<file path="src/rtl/fifo_ctrl.sv">
// rtl/fifo_ctrl.sv - synchronous FIFO controller driving an external dual-port RAM
// Wrap-bit pointers give full/empty without a separate counter; flags derive from registered pointers.
module fifo_ctrl #(
    parameter int ADDR_WDT = 10,
    parameter int DATA_WDT = 8,
    parameter bit DOUT_REG = 1'b1,
    parameter int AF_LVL   = 2**ADDR_WDT - 2,
    parameter int AE_LVL   = 2
) (
    input  logic                clk,
    input  logic                rst,
    input  logic                wr_en,
    input  logic [DATA_WDT-1:0] din,
    input  logic                rd_en,
    output logic [DATA_WDT-1:0] dout,
    output logic                dout_vld,
    output logic                full,
    output logic                empty,
    output logic                almost_full,
    output logic                almost_empty,
    output logic [ADDR_WDT:0]   count,
    output logic                overflow,
    output logic                underflow,
    output logic [ADDR_WDT-1:0] ram_addra,
    output logic [DATA_WDT-1:0] ram_dina,
    output logic                ram_wea,
    output logic [ADDR_WDT-1:0] ram_addrb,
    output logic [DATA_WDT-1:0] ram_dinb,
    output logic                ram_web,
    input  logic [DATA_WDT-1:0] ram_doutb
);

    localparam logic [ADDR_WDT:0] PTR_ONE = (ADDR_WDT+1)'(1);
    localparam logic [ADDR_WDT:0] AF_V    = (ADDR_WDT+1)'(AF_LVL);
    localparam logic [ADDR_WDT:0] AE_V    = (ADDR_WDT+1)'(AE_LVL);

    logic [ADDR_WDT:0] wr_ptr;
    logic [ADDR_WDT:0] rd_ptr;
    logic              push_ok;
    logic              pop_ok;

    always_comb begin
        empty        = (wr_ptr == rd_ptr);
        full         = (wr_ptr[ADDR_WDT-1:0] == rd_ptr[ADDR_WDT-1:0]) &&
                       (wr_ptr[ADDR_WDT] != rd_ptr[ADDR_WDT]);
        count        = wr_ptr - rd_ptr;
        almost_full  = (count >= AF_V);
        almost_empty = (count <= AE_V);
        // Reset outranks both requests, so nothing reaches the RAM while rst is high.
        push_ok      = wr_en && !full && !rst;
        pop_ok       = rd_en && !empty && !rst;
    end

    assign ram_wea   = push_ok;
    assign ram_addra = wr_ptr[ADDR_WDT-1:0];
    assign ram_dina  = din;
    assign ram_addrb = rd_ptr[ADDR_WDT-1:0];
    assign ram_dinb  = '0;
    assign ram_web   = 1'b0;
    assign dout      = ram_doutb;

    always_ff @(posedge clk) begin
        if (rst) begin
            wr_ptr    <= '0;
            rd_ptr    <= '0;
            overflow  <= 1'b0;
            underflow <= 1'b0;
        end else begin
            if (push_ok) wr_ptr <= wr_ptr + PTR_ONE;
            if (pop_ok)  rd_ptr <= rd_ptr + PTR_ONE;
            overflow  <= overflow  | (wr_en & full);
            underflow <= underflow | (rd_en & empty);
        end
    end

    generate
        if (DOUT_REG) begin : g_reg_out
            logic vld_q;
            always_ff @(posedge clk) begin
                if (rst) vld_q <= 1'b0;
                else     vld_q <= pop_ok;
            end
            // A pop in flight when rst arrives is discarded rather than presented.
            assign dout_vld = vld_q && !rst;
        end else begin : g_comb_out
            assign dout_vld = pop_ok;
        end
    endgenerate

endmodule
</file>
<file path="config.mk">
export PLATFORM = sky130hd
export DESIGN_NAME = fifo_ctrl
export DESIGN_NICKNAME = d
export VERILOG_FILES = /design/src/rtl/fifo_ctrl.sv
export SDC_FILE = /design/constraint.sdc
export NUM_CORES = 1
export LEC_CHECK = 0
export BUFFER_PORTS_ARGS = -buffer_cell sky130_fd_sc_hd__buf_2
export CAP_MARGIN = 20
export CORE_MARGIN = 2
export CORE_UTILIZATION = 46
export CTS_BUF_LIST = sky130_fd_sc_hd__clkbuf_2
export DETAILED_ROUTE_END_ITERATION = 8
export PLACE_DENSITY = 0.77
export SYNTH_ARGS = -nofsm -noshare
export SYNTH_HDL_FRONTEND = slang
export SYNTH_SLANG_ARGS = --single-unit
</file>
<file path="constraint.sdc">
create_clock -name clk -period 4.6 [get_ports clk]
set_clock_uncertainty 0.2 [all_clocks]
set_input_delay 0 -clock clk [delete_from_list [all_inputs] [get_ports clk]]
set_output_delay 0 -clock clk [all_outputs]
set_load 0.1 [all_outputs]
</file>
==> results.py, run 1 <==
metrics = {
    "status": {
        "run_status": "finished, final reports clean",
    },
    "layout": {
        "area_growth_pct": 10.3,
        "final_cell_count_no_fill": 327,
        "post_layout_nets": 311,
        "post_route_design_area_um2": 2200,
        "final_cell_mix": "buf_2 (42), nor2_1 (27), dfxtp_1 (25), dlygate4sd3_1 (21), nand2_1 (18)",
        "drive_gt1_frac": 0.206,
        "layout.filler_cells": 409,
        "fin_util": 0.537,
        "count_of_inserted_antenna_diode_cells": 0,
        "layout.cells.most_common": "buf_2",
    },
    "clock_network": {
        "cts_resized": 0,
        "clock_tree_root_driver_cell": "clkbuf_2",
        "worst_setup_hold_path_clk_slew_ns": 0.23,
        "clk-insertion-delay-late_ns": 0.34,
        "postCtsSetupRepairBufs": 0,
        "postCtsHoldBufs": 21,
        "clock_tree.buffer_depth": 2,
        "cts_tree": "built",
        "clock_sink_count": 25,
        "htree_levels": 1,
        "cts-buffers-inserted": 3,
    },
    "logic_synthesis": {
        "synth_unique_cells": 40,
        "synth_seq_area_share": 0.251,
        "synth.area.top_cells": "dfxtp_1 (25%), buf_4 (17%), ha_1 (7.5%)",
        "synth_area_per_cell_um2": 7.96,
        "ys.warnings.count": 0,
        "syn-cell-area_um2": 1990,
        "netlist.top_cell.by_area": "dfxtp_1",
        "yosys_register_bits": 25,
        "syn_inst": 250,
        "yosysTopAreaCellShare": 0.251,
    },
    "timing": {
        "tns_ns": 0,
        "fmaxAchievable_mhz": 275,
        "finalSetupViolations": 0,
        "rsz0062_at_grt": "false",
        "max_slew_margin": 0.339,
        "worst-slew-pin-transition_ns": 0.988,
        "whs_ns": 0.338,
        "period_utilization": 0.791,
        "slew_viol_final": 0,
        "hold_viol_final": 0,
        "minimum_clock_period_ns": 3.64,
    },
    "setup_path": {
        "crit_arrival_ns": 3.44,
        "cp_max_fo": 6,
        "critPathCaptureType": "output port",
        "worst_path_largest_cell_delay_ns": 0.54,
        "crit_chain": "inv_1 -> ha_1 -> inv_1 -> fa_1 -> a21o_1 -> a221oi_4 -> xnor2_2 -> or4_1 -> nor4_2 -> buf_2",
        "worst-setup-path-type": "reg -> out",
        "timing.critical_path.mode_cell": "inv_1",
        "cp_data_required_time_ns": 4.40,
        "critical_path.slowest_cell": "or4_1",
        "startpoint_type": "flip-flop",
    },
    "route": {
        "via_count": 1688,
        "wl_met2_mm": 2.00,
        "detailed_routed_wire_length_on_met3_um": 242,
        "drtAntennaViolNets": 0,
        "via_per_inst": 5.16,
        "detail_route.wl_per_cell_um": 12.8,
        "drt_wl_total_mm": 4.19,
        "drt_iter0_markers": 57,
        "drt_first_pass_iters": 4,
        "wl_met1_mm": 1.92,
        "drt_drc_violations_left": 0,
        "highest-signal-layer": "met4",
    },
    "worst_hold_path": {
        "holdCritPathClass": "reg -> reg",
    },
    "placement": {
        "dp_hpwl_mm": 3.19,
        "dp_cells": 302,
        "postPlaceCellArea_um2": 1970,
        "port_buffers": 42,
        "gp_congestion": 0.929,
    },
    "die": {
        "placementRows": 23,
        "die_x_um": 69.8,
        "design.portCount": 84,
        "design.die.area_um2": 4870,
        "chipHeight_um": 69.8,
        "initial_utilization": 0.487,
        "core_region_area_um2": 4090,
    },
    "run": {
        "cap_viol_max_count": 0,
    },
    "global_route": {
        "grt_pass1_wl_mm": 6.95,
        "globalRouteOverflowTotal": 0,
        "grt_max_degree": 28,
        "global_route.usage.total": 0.171,
        "number_of_global_route_vias_before_repair": 1519,
        "antenna_found_initial": 0,
    },
    "power": {
        "vdd.ir_drop.worst_mv": 0.248,
        "leakagePower_nw": 1.04,
        "power.density_nw_per_um2": 487,
    },
}
==> report_power, final <==
part / switching (mW) / total [mW] / internal, mW
clock: 0.0659 / 0.0888 / 0.0230
combinational: 0.619 / 0.745 / 0.126
sequential: 0.0103 / 0.236 / 0.226
==> layer usage <==
layer,global-route usage,vias to the layer above
li1,-,850
met1,0.225,771
met2,0.291,63
met3,0.0189,4
met4,0.0513,0
met5,0,-
==> state kept, by name, summed over array words and instances (netlist names) <==
| name | cells |
|---|---|
| underflow | 1 |
| g_reg_out.vld_q | 1 |
| wr_ptr | 11 |
| overflow | 1 |
| rd_ptr | 11 |
==> cell usage after synthesis <==
| cell type | n |
|---|---|
| a211oi_1 | 2 |
| a211oi_2 | 1 |
| a21o_1 | 3 |
| a21oi_1 | 16 |
| a221oi_1 | 1 |
| a221oi_4 | 1 |
| a41o_1 | 1 |
| and3_1 | 3 |
| and3_2 | 1 |
| and3_4 | 1 |
| buf_2 | 1 |
| buf_4 | 45 |
| clkbuf_1 | 3 |
| conb_1 | 1 |
| dfxtp_1 | 25 |
| fa_1 | 1 |
| ha_1 | 12 |
| inv_1 | 16 |
| mux2i_1 | 1 |
| nand2_1 | 18 |
| nand2b_1 | 3 |
| nand3_1 | 9 |
| nand4_1 | 6 |
| nor2_1 | 27 |
| nor2b_1 | 4 |
| nor3_1 | 4 |
| nor4_1 | 2 |
| nor4_2 | 1 |
| nor4b_1 | 1 |
| nor4b_4 | 1 |
| o211a_1 | 1 |
| o21ai_0 | 6 |
| o21bai_1 | 1 |
| o41ai_1 | 1 |
| or2_2 | 1 |
| or3_1 | 4 |
| or4_1 | 1 |
| or4b_1 | 1 |
| xnor2_1 | 12 |
| xor2_1 | 11 |
==> cell families after synthesis <==
family                     after synthesis  synth area share
other                                    1           0.00188
DFF                                     25             0.251
xor gates and xnor gates                23             0.101
and+or+nand+nor                         88             0.231
buffers and inverters                   65             0.208
AOI/OAI and AO/OA                       34             0.116
muxes                                    1           0.00503
adders and majority gates               13            0.0855
==> worst max-delay path: cells and delay by family (launching register included) <==
| kind | cells | cell delay [ns] |
|---|---|---|
| flip-flops | 1 | 0.42 |
| AO/OA/AOI/OAI | 2 | 0.58 |
| XOR/XNOR | 1 | 0.10 |
| adder cells (fa/ha/maj) | 2 | 0.57 |
| AND/OR/NAND/NOR | 2 | 0.81 |
| buffers and inverters | 3 | 0.62 |
==> area by class of cell <==
type / instances / area, um2 / share of cell area
clock buffer: 4 / 20.0 / 0.00912
inverter: 16 / 60.1 / 0.0274
multi-input combinational: 168 / 1120 / 0.512
sequential: 25 / 500 / 0.228
tap: 50 / 62.6 / 0.0285
timing repair buffer: 64 / 428 / 0.195
==> metrics by stage <==
stage / power [mW] / setup WS, ns
2_1_floorplan: 0.910 / 0.0188
3_3_place_gp: 0.911 / 1.46
3_5_place_dp: 0.914 / 1.37
4_1_cts: 1.07 / 0.935
5_1_grt: 1.11 / 0.805
6_report: 1.07 / 0.962
==> final timing paths <==
check | startpoint | end | slack (ns) | depth (start not counted)
min | rd_ptr[5] | rd_ptr[5] | 0.34 | 2
max reg2reg | wr_ptr[0] | wr_ptr[10] | 1.84 | 8
max | wr_ptr[0] | almost_empty | 0.96 | 10
min reg2reg | rd_ptr[5] | rd_ptr[5] | 0.34 | 2
No activity file was read; power rests on OpenSTA's default activity.
==> inputs of run 2 (changes only) <==
==> constraint.sdc (replaced) <==
create_clock -name clk -period 3.65 [get_ports clk]
set_clock_uncertainty 0.2 [all_clocks]
set_input_delay 0 -clock clk [delete_from_list [all_inputs] [get_ports clk]]
set_output_delay 0 -clock clk [all_outputs]
set_load 0.1 [all_outputs]
==> run 2 against run 1 <==
Net effect:
- clock power rose by 22%
- register-to-register slack got worse by 0.93 ns
- wire length fell by 0.29%
- cell count rose by 0.31%
- sequential cell count did not move
- combinational power rose by 34%
- sequential share of layout area fell by 1.2 points
- first-iteration DRC count rose by 68%
- non-clock buffer count rose by 1
- sequential power rose by 27%
- highest routed layer unchanged
==> results.py, run 2 (synthesized netlist as in run 1, its figures left out) <==
metrics = {
    "power": {
        "leakagePower_nw": 1.08,
        "power.density_nw_per_um2": 607,
        "vdd.ir_drop.worst_mv": 0.331,
    },
    "timing": {
        "period_utilization": 0.941,
        "slew_viol_final": 0,
        "tns_ns": 0,
        "minimum_clock_period_ns": 3.43,
        "finalSetupViolations": 0,
        "hold_viol_final": 0,
        "max_slew_margin": 0.342,
        "fmaxAchievable_mhz": 291,
        "rsz0062_at_grt": "false",
        "worst-slew-pin-transition_ns": 0.984,
        "whs_ns": 0.344,
    },
    "layout": {
        "area_growth_pct": 16.9,
        "final_cell_mix": "buf_2 (40), nor2_1 (27), dfxtp_1 (23), dlygate4sd3_1 (21), nand2_1 (18)",
        "largestRegisters": "rd_ptr (11), wr_ptr (11)",
        "fin_util": 0.570,
        "drive_gt1_frac": 0.252,
        "post_layout_nets": 312,
        "layout.cells.most_common": "buf_2",
        "count_of_inserted_antenna_diode_cells": 0,
        "final_cell_count_no_fill": 328,
        "post_route_design_area_um2": 2330,
    },
    "placement": {
        "port_buffers": 42,
        "postPlaceCellArea_um2": 2090,
        "dp_cells": 303,
        "gp_congestion": 0.856,
        "dp_hpwl_mm": 3.22,
    },
    "route": {
        "via_per_inst": 5.06,
        "drt_iter0_markers": 96,
        "drt_wl_total_mm": 4.17,
        "drtAntennaViolNets": 0,
        "via_count": 1660,
        "drt_first_pass_iters": 4,
        "drt_drc_violations_left": 0,
        "detail_route.wl_per_cell_um": 12.7,
    },
    "die": {
        "die_x_um": 69.8,
        "chipHeight_um": 69.8,
        "initial_utilization": 0.487,
        "design.portCount": 84,
        "design.die.area_um2": 4870,
        "core_region_area_um2": 4090,
        "placementRows": 23,
    },
    "clock_network": {
        "clock_sink_count": 25,
        "clock_tree.buffer_depth": 2,
        "clock_tree_root_driver_cell": "clkbuf_2",
        "worst_setup_hold_path_clk_slew_ns": 0.23,
        "cts_tree": "built",
        "htree_levels": 1,
        "cts-buffers-inserted": 3,
        "clk-insertion-delay-late_ns": 0.33,
        "postCtsSetupRepairBufs": 0,
    },
    "global_route": {
        "grt_max_degree": 28,
        "antenna_found_initial": 0,
        "globalRouteOverflowTotal": 0,
        "number_of_global_route_vias_before_repair": 1467,
        "global_route.usage.total": 0.165,
        "grt_pass1_wl_mm": 6.72,
    },
    "run": {
        "cap_viol_max_count": 0,
    },
    "setup_path": {
        "crit_arrival_ns": 3.23,
        "critPathCaptureType": "output port",
        "cp_data_required_time_ns": 3.45,
        "startpoint_type": "flip-flop",
        "cp_max_fo": 6,
        "worst-setup-path-type": "reg -> out",
        "reg2regPathDepth": 7,
    },
    "worst_hold_path": {
        "holdCritPathClass": "reg -> reg",
        "hold-path-cell-count": 2,
    },
    "status": {
        "run_status": "finished, final reports clean",
    },
}
run 2: cell count changes in the layout (fill, tap and decap cells not counted), moves of 2 or more:
cell,delta
xnor2_1,-2
dfxtp_2,+2
buf_2,-2
xnor2_4,+2
inv_1,-2
nor4_2,-2
xor2_1,-2
nor4_4,+2
dfxtp_1,-2
inv_2,+2
run 2: path summary, 6_finish.rpt:
path              from           end  slack (ns)
max          wr_ptr[0]  almost_empty        0.22
min          rd_ptr[4]     rd_ptr[4]        0.34
max reg2reg  rd_ptr[6]      overflow        0.91
min reg2reg  rd_ptr[4]     rd_ptr[4]        0.34
run 2: repair_timing:
action,in CTS,in global routing
hold buffers,21,0
gates resized for setup,0,4
endpoints found under the setup margin,0,2
endpoints found under the hold margin,41,0
run 2: final cells by class:
class                   count  area (um2)
flip-flops and latches     25         503
fillers                   371        1760
repair buffers             65         444
inverters                  16        60.1
multi-input cells         168        1240
clock buffers               4        20.0
well taps                  50        62.6
run 2: per-layer routing:
| layer | GRT usage | vias to the layer above | share of wire |
|---|---|---|---|
| met1 | 0.228 | 756 | 0.46 |
| met5 | 0 | - | 0 |
| met4 | 0.0321 | 0 | 0.0036 |
| met2 | 0.276 | 55 | 0.48 |
| met3 | 0.0189 | 2 | 0.055 |
| li1 | - | 847 | - |
run 2: critical path, cell delays in order, from the launching register on:
cell     delay (ns)
dfxtp_2        0.40
inv_2          0.09
ha_4           0.13
inv_2          0.04
fa_2           0.38
a21o_1         0.23
a21oi_1        0.18
xor2_1         0.23
nand3_1        0.11
or4_4          0.56
nor4_4         0.30
buf_6          0.26
run 2: through the flow:
stage / setup WS (ns) / power (mW)
after global placement: 0.496 / 1.21
final: 0.216 / 1.41
after floorplan: -0.0283 / 1.22
after detailed placement: 0.441 / 1.21
after global routing: 0.0111 / 1.47
after CTS: 0.0129 / 1.41
run 2: where the power goes:
part           switching (mW)  internal [mW]  total (mW)
combinational           0.798          0.207        1.00
clock                  0.0787         0.0290       0.108
sequential             0.0146          0.285       0.300
